===== config.mk =====
export PLATFORM = sky130hd
export DESIGN_NAME = fcp6_slave
export DESIGN_NICKNAME = d
export VERILOG_FILES = /design/src/rtl/fcp6_slave.sv
export SDC_FILE = /design/constraint.sdc
export NUM_CORES = 1
export LEC_CHECK = 0
export ABC_AREA = 1
export ABC_CLOCK_PERIOD_IN_PS = 4900
export CORE_ASPECT_RATIO = 0.7
export CORE_MARGIN = 1
export CORE_UTILIZATION = 65
export DETAILED_ROUTE_END_ITERATION = 8
export MAX_ROUTING_LAYER = met4
export PLACE_DENSITY = 0.85
export SLEW_MARGIN = 25
export SYNTH_ARGS = -nofsm -noshare
export SYNTH_HDL_FRONTEND = slang
export SYNTH_SLANG_ARGS = --single-unit
export TNS_END_PERCENT = 5

===== constraint.sdc =====
create_clock -name clk -period 4.9 [get_ports clk]
set_clock_uncertainty 0.2 [all_clocks]
set_input_delay 0.735 -clock clk [delete_from_list [all_inputs] [get_ports clk]]
set_output_delay 0.735 -clock clk [all_outputs]
set_load 0.1 [all_outputs]

===== src/rtl/fcp6_slave.sv =====
// FCP6 responder: decodes dibit header frames and services
// write/read transfers against a local 8x8 register file.
module fcp6_slave #(
  parameter logic [2:0] SLAVE_ID = 3'b111,
  parameter logic [7:0] REG_INIT = 8'h00
) (
  input  logic       clk,
  input  logic       rst,
  input  logic [1:0] ctrl,
  input  logic [1:0] data_in,
  output logic [1:0] data_out,
  output logic       data_oe,
  output logic       ack,
  output logic       busy,
  output logic       err,
  input  logic [2:0] dbg_addr,
  output logic [7:0] dbg_data
);

  typedef enum logic [2:0] {
    IDLE, HDR, WDATA, RDATA, DONE, SKIP
  } state_t;

  localparam logic [1:0] CT_START = 2'b01;
  localparam logic [1:0] CT_XFER  = 2'b10;
  localparam logic [1:0] CT_STOP  = 2'b11;

  state_t     state, state_nx;
  logic [1:0] cnt, cnt_nx;
  logic [7:0] shift, shift_nx;
  logic [2:0] addr, addr_nx;
  logic [1:0] dout_nx;
  logic       ack_nx, err_nx, we;
  logic [7:0] regs [8];

  logic       xfer, last, restart, abort;
  logic       hdr_hit;
  logic [7:0] sh_in, rd_byte;

  assign xfer    = (ctrl == CT_XFER);
  assign last    = (cnt == 2'd3);
  assign sh_in   = {shift[5:0], data_in};
  assign rd_byte = regs[sh_in[5:3]];
  assign hdr_hit = (sh_in[2:0] == SLAVE_ID);

  assign restart = (state != IDLE) && (ctrl == CT_START);
  assign abort   = (ctrl == CT_STOP) &&
                   (state inside {HDR, WDATA, RDATA});

  assign busy     = (state != IDLE);
  assign data_oe  = (state == RDATA);
  assign dbg_data = regs[dbg_addr];

  always_comb begin
    state_nx = state;
    cnt_nx   = cnt;
    shift_nx = shift;
    addr_nx  = addr;
    dout_nx  = data_out;
    ack_nx   = 1'b0;
    err_nx   = 1'b0;
    we       = 1'b0;
    unique case (1'b1)
      restart: begin
        err_nx   = 1'b1;
        state_nx = HDR;
        cnt_nx   = 2'd0;
        dout_nx  = 2'b00;
      end
      abort: begin
        err_nx   = 1'b1;
        state_nx = IDLE;
        dout_nx  = 2'b00;
      end
      default: begin
        unique case (state)
          IDLE: begin
            if (ctrl == CT_START) begin
              state_nx = HDR;
              cnt_nx   = 2'd0;
            end
          end
          HDR: begin
            if (xfer) begin
              shift_nx = sh_in;
              cnt_nx   = cnt + 2'd1;
              if (last) begin
                addr_nx = sh_in[5:3];
                if (hdr_hit && sh_in[7:6] == 2'b01) begin
                  state_nx = WDATA;
                end else if (hdr_hit &&
                             sh_in[7:6] == 2'b10) begin
                  // snapshot so the byte is stable
                  state_nx = RDATA;
                  shift_nx = rd_byte;
                  dout_nx  = rd_byte[7:6];
                end else begin
                  state_nx = SKIP;
                end
              end
            end
          end
          WDATA: begin
            if (xfer) begin
              shift_nx = sh_in;
              cnt_nx   = cnt + 2'd1;
              if (last) begin
                we       = 1'b1;
                ack_nx   = 1'b1;
                state_nx = DONE;
              end
            end
          end
          RDATA: begin
            if (xfer) begin
              cnt_nx   = cnt + 2'd1;
              shift_nx = {shift[5:0], 2'b00};
              dout_nx  = shift[5:4];
              if (last) begin
                dout_nx  = 2'b00;
                ack_nx   = 1'b1;
                state_nx = DONE;
              end
            end
          end
          DONE: begin
            if (ctrl == CT_STOP) begin
              state_nx = IDLE;
            end else if (xfer) begin
              err_nx   = 1'b1;
              state_nx = SKIP;
            end
          end
          SKIP: begin
            if (ctrl == CT_STOP) state_nx = IDLE;
          end
          default: state_nx = IDLE;
        endcase
      end
    endcase
  end

  always_ff @(posedge clk or negedge rst) begin
    if (!rst) begin
      state    <= IDLE;
      cnt      <= 2'd0;
      shift    <= 8'h00;
      addr     <= 3'd0;
      data_out <= 2'b00;
      ack      <= 1'b0;
      err      <= 1'b0;
      for (int i = 0; i < 8; i++) regs[i] <= REG_INIT;
    end else begin
      state    <= state_nx;
      cnt      <= cnt_nx;
      shift    <= shift_nx;
      addr     <= addr_nx;
      data_out <= dout_nx;
      ack      <= ack_nx;
      err      <= err_nx;
      if (we) regs[addr] <= sh_in;
    end
  end

endmodule


==> results of run 1 <==
-- kinds of logic after synthesis --
kind of cell             count (synthesis)  share of synthesized area, %
flip-flops                              82                          46.9
AND/OR/NAND/NOR                        317                          29.5
buffers and inverters                   65                          5.80
AO/OA/AOI/OAI                          152                          17.5
adder cells (fa/ha/maj)                  1                         0.286
-- stage by stage --
stage             instance area (sq um)  hold slack [ps]
floorplan                          4380              239
global placement                   4690              266
==> run summary, run 1 <==
The run stopped with a tool error. The portion of synthesized cell area occupied by the leading cell type was 46.9%; the die width was 100 um. In this run the cell area of the synthesized design comes to 0.00438 sq mm. Number of enable-type register cells in the synthesized netlist: 0. The post-synthesis cell type count was 17.

The placer congestion estimate was 0.943; the net count after synthesis was 627. The first error in the log reads "[ERROR DPL-0033] detailed placement checks failed during check placement". The cell count after synthesis came out at 617. Register bit total from synthesis: 82.

The most numerous cell in the Yosys netlist is sky130_fd_sc_hd__nand2_1. The floorplan step set the die height to 70.7 um. A synthesized cell averages 7.10 sq um. Summed over all nets, the half-perimeter wirelength after detailed placement is 8120 um. Halt point of the flow: detailed placement (3_5_place_dp).

For this run, the number of Yosys warnings is 0. Once the floorplan was initialized, standard cells occupied 68.8% of the core. The proportion of register bits with asynchronous set or reset after synthesis is 100%.

Input and output buffers added on the ports amount to 22. The leading register cell type out of synthesis was sky130_fd_sc_hd__dfrtp_1. Of the synthesized area, sequential elements account for 46.9%. Summed over all instances, the cell type with the most area after synthesis is sky130_fd_sc_hd__dfrtp_1. The commonest cells after synthesis are sky130_fd_sc_hd__nand2_1, sky130_fd_sc_hd__o21ai_0, sky130_fd_sc_hd__dfrtp_1. The run gives 23 as the number of top-level design ports.

Row generation in the floorplan step produced 24 rows. In the post-synthesis netlist, the biggest area contributors are sky130_fd_sc_hd__dfrtp_1, sky130_fd_sc_hd__nand2_1, sky130_fd_sc_hd__o21ai_0.
==> run 2: changes to the inputs <==
CORE_ASPECT_RATIO = unset   (was 0.7)
CORE_UTILIZATION = 40   (was 65)
MAX_ROUTING_LAYER = unset   (was met4)
PLACE_DENSITY = unset   (was 0.85)
PLACE_DENSITY_LB_ADDON = 0.15   (was unset)
==> run 2 against run 1 <==
  * Area after synthesis is the same
  * The flow now finishes without violations
  * Synthesized cell count is the same
==> run summary, run 2 <==
The number of hold buffers added after CTS was 0. The count of nets left with antenna violations once routing finished came out at 0. Die width: 107 um (+6.5%).

TritonCTS built the clock tree. For the number of nets in the layout, the log shows 634. The top cell types in the final layout, fill and taps aside, are sky130_fd_sc_hd__nand2_1, sky130_fd_sc_hd__o21ai_0, sky130_fd_sc_hd__dfrtp_1.

In this run the static leakage power is 2.26 nW. The tools report the DRC marker count from the first detailed-route iteration as 340. Gates resized during post-CTS repair numbered 0. Buffers added to address setup during post-CTS repair amount to 0.

The area growth from synthesis to layout is 13.9%. The total CTS buffers was 9; the fraction of layout cells with a size suffix above 1 was 4.78%. The run gives 0 as the post-route DRC violation count. The tools report the largest buffer count on any clock path as 2. The finished cells cover 0.00499 sq mm. The setup check on the worst reg-to-reg path leaves a slack of 2040 ps. The flip-flop count of the largest register after layout came out at 64. The worst register-to-register path begins at shift[2]. Across every metal layer, demand over resource in global routing totals 24.0%. Setup repair after global routing left no endpoint under its margin.

The number of enable-type register cells in the synthesized netlist is 0 (unchanged), and the worst setup timing slack at the placement stage is 992 ps. The largest registers in the layout are regs (64), shift (6). The die covers 0.0114 sq mm. Clock-pin slew was measured on the worst setup and hold paths at 80 ps. The tools report the worst setup margin as 982 ps.

The logs give 2980 ps for the data arrival time of the critical path and 0.00476 sq mm for the placed instance area. The register with the most flip-flops was regs. The critical path capture point type was an output port. The run gives 370 ps as the clock latency of the later-clocked register in the worst-skew pair. The largest total area in the synthesized netlist belongs to sky130_fd_sc_hd__dfrtp_1.

Sorting the synthesized cells by area gives the leading types as sky130_fd_sc_hd__dfrtp_1, sky130_fd_sc_hd__nand2_1, sky130_fd_sc_hd__o21ai_0. The tool flagged a number of max-cap violations equal to 0. The floorplan core area came out at 0.0105 sq mm.

The run gives 46.9% (unchanged) as the fraction of the yosys area taken by sequential cells. In this run the worst path has a maximum fanout of 24. The area of the mapped netlist is 0.00438 sq mm (unchanged), and the worst reg2reg path depth is 7.

The wire length per cell after detailed routing works out to 16.7 um. The proportion of register bits with asynchronous set or reset after synthesis is 100% (unchanged), and the fraction of the mapped netlist area in simple logic gates is 29.5% (unchanged). The number of top-level design ports was 23 (unchanged). CTS built an H-tree with a depth of 3. The count of final hold-check violations came out at 0. The commonest cells after synthesis are sky130_fd_sc_hd__nand2_1, sky130_fd_sc_hd__o21ai_0, sky130_fd_sc_hd__dfrtp_1. The minimum clock period came out at 3920 ps.

The first global-routing pass estimated 20800 um of wire. The share of cell area taken by muxes after synthesis was 0% (unchanged). Dividing total power by cell area gives a power density of 447 mW/mm^2. The transition time of the tightest slew-check pin was 1020 ps; the wire length reported by the detailed router was 12800 um. For this design, the sink count on the clock tree is 82. The worst register-to-register path ends at data_out[0]. The filler cells instantiated in the layout total 1081. The worst slew margin relative to its limit is 31.3%. The via-per-instance ratio was 5.45; the final setup TNS was 0 ps.

The run gives 627 (unchanged) as the net count after synthesis. Setup violations remaining at the end of the flow were counted as 0. Clock tree synthesis selected as its root buffer the cell sky130_fd_sc_hd__clkbuf_8.

The run gives 0 as the initial antenna violation count. The worst hold path belongs to the class input port to asynchronous set/reset pin. The pre-antenna-repair detailed-routing pass consisted of 5 iterations.

The total global routing overflow came out at 0. The tools report the post-synthesis instance total as 617 (unchanged). Leaving out fill and tap cells, the most frequent cell in the layout is sky130_fd_sc_hd__nand2_1. Data on the critical path is required at its endpoint by 3960 ps. The number of rows in the core area is 37 (+54%), and the total half-perimeter wirelength after legalization and detailed placement is 8250 um (+1.6%).

The type of origin of the critical path is an input port. The number of slew-limit violations in the final report is 0, and the compound-cell area share of the yosys netlist is 17.5% (unchanged). 0 antenna diodes ended up in the layout.

By area, the combinational part of the netlist is dominated by simple AND/OR/NAND/NOR gates. The starting density of the core is 41.8% (-27 points), and the count of synthesis-stage warnings from yosys is 0 (unchanged). The die boundary height works out to 107 um (+51%).

The timing-limited maximum frequency is 255 MHz. The critical path in this run is classified as input port to output port. VDD sags by at most 0.339 mV. The placer congestion estimate was 0.879 (-6.8%). Leading register cell type out of synthesis: sky130_fd_sc_hd__dfrtp_1.

The adder and majority gate portion of the synthesized area works out to 0.286% (unchanged). The register bit total from synthesis is 82 (unchanged), and the post-synthesis cell type count is 17 (unchanged). The XOR/XNOR share of the synthesized area works out to 0% (unchanged). The portion of synthesized cell area occupied by the leading cell type is 46.9% (unchanged), and the pin count of the biggest net entering global routing is 48.

Quantity of I/O buffers inserted on ports: 22 (unchanged). The flow ran to the end, and the final reports show no timing, DRC or antenna violations. Synthesized area per cell: 7.10 sq um (unchanged). The vias after detailed routing is 4162, and the via count of the first global-routing pass is 4052. The period utilization is 79.9%.

In the post-synthesis netlist, the cell with the most instances is sky130_fd_sc_hd__nand2_1.
[run 2: power breakdown]
| group | total [mW] | internal [mW] | switching (mW) | leakage, nW |
|---|---|---|---|---|
| logic | 0.805 | 0.212 | 0.593 | 1.02 |
| clock network | 0.593 | 0.336 | 0.257 | 0.116 |
| registers | 0.830 | 0.733 | 0.0963 | 1.12 |
[run 2: per-stage QoR]
step           hold slack (ps)  utilization [%]  cells  power (mW)
6_report                   124             47.7    764        2.23
3_3_place_gp               269             45.5    749        1.63
3_5_place_dp               273             45.5    749        1.63
5_1_grt                    161             47.7    764        2.35
4_1_cts                    143             47.7    764        2.22
2_1_floorplan              239                -    617        1.38
[run 2: final cells by class]
class	count	area (sq um)	share of cell area [%]
clock buffers	10	128	2.56
clock inverters	5	104	2.08
inverters	34	128	2.56
multi-input cells	470	2070	41.5
flip-flops and latches	82	2050	41.1
well taps	136	170	3.41
repair buffers	27	335	6.72
[run 2: cells by family after synthesis]
family,Yosys count
buf+inv,65
flops,82
compound gates,152
simple gates,317
fa+ha+maj,1
[run 2: critical path, stage by stage]
cell and delay [ps]:
sky130_fd_sc_hd__clkdlybuf4s50_1 490, sky130_fd_sc_hd__clkinv_1 570, sky130_fd_sc_hd__buf_4 430, sky130_fd_sc_hd__a21oi_1 140
sky130_fd_sc_hd__o21ai_0 110, sky130_fd_sc_hd__a31oi_1 290, sky130_fd_sc_hd__buf_12 220
[run 2: per-layer routing]
layer	global-route usage (%)	routed length, um	vias to the layer above
li1	-	-	2041
met1	32.2	5720	1959
met2	38.6	5950	140
met3	4.74	862	22
met4	8.51	231	0
met5	0	0	-
[run 2: how the worst max path moves through the flow]
stage | startpoint | end | slack, ps | cells past startpoint
6_report | dbg_addr[0] | dbg_data[5] | 980 | 7
4_1_cts | dbg_addr[0] | dbg_data[5] | 980 | 7
2_1_floorplan | dbg_addr[0] | dbg_data[0] | 810 | 6
5_1_grt | dbg_addr[0] | dbg_data[5] | 800 | 7
3_3_place_gp | dbg_addr[0] | dbg_data[5] | 1070 | 7
3_5_place_dp | dbg_addr[0] | dbg_data[5] | 990 | 7
(Power assumes the default switching activity.)
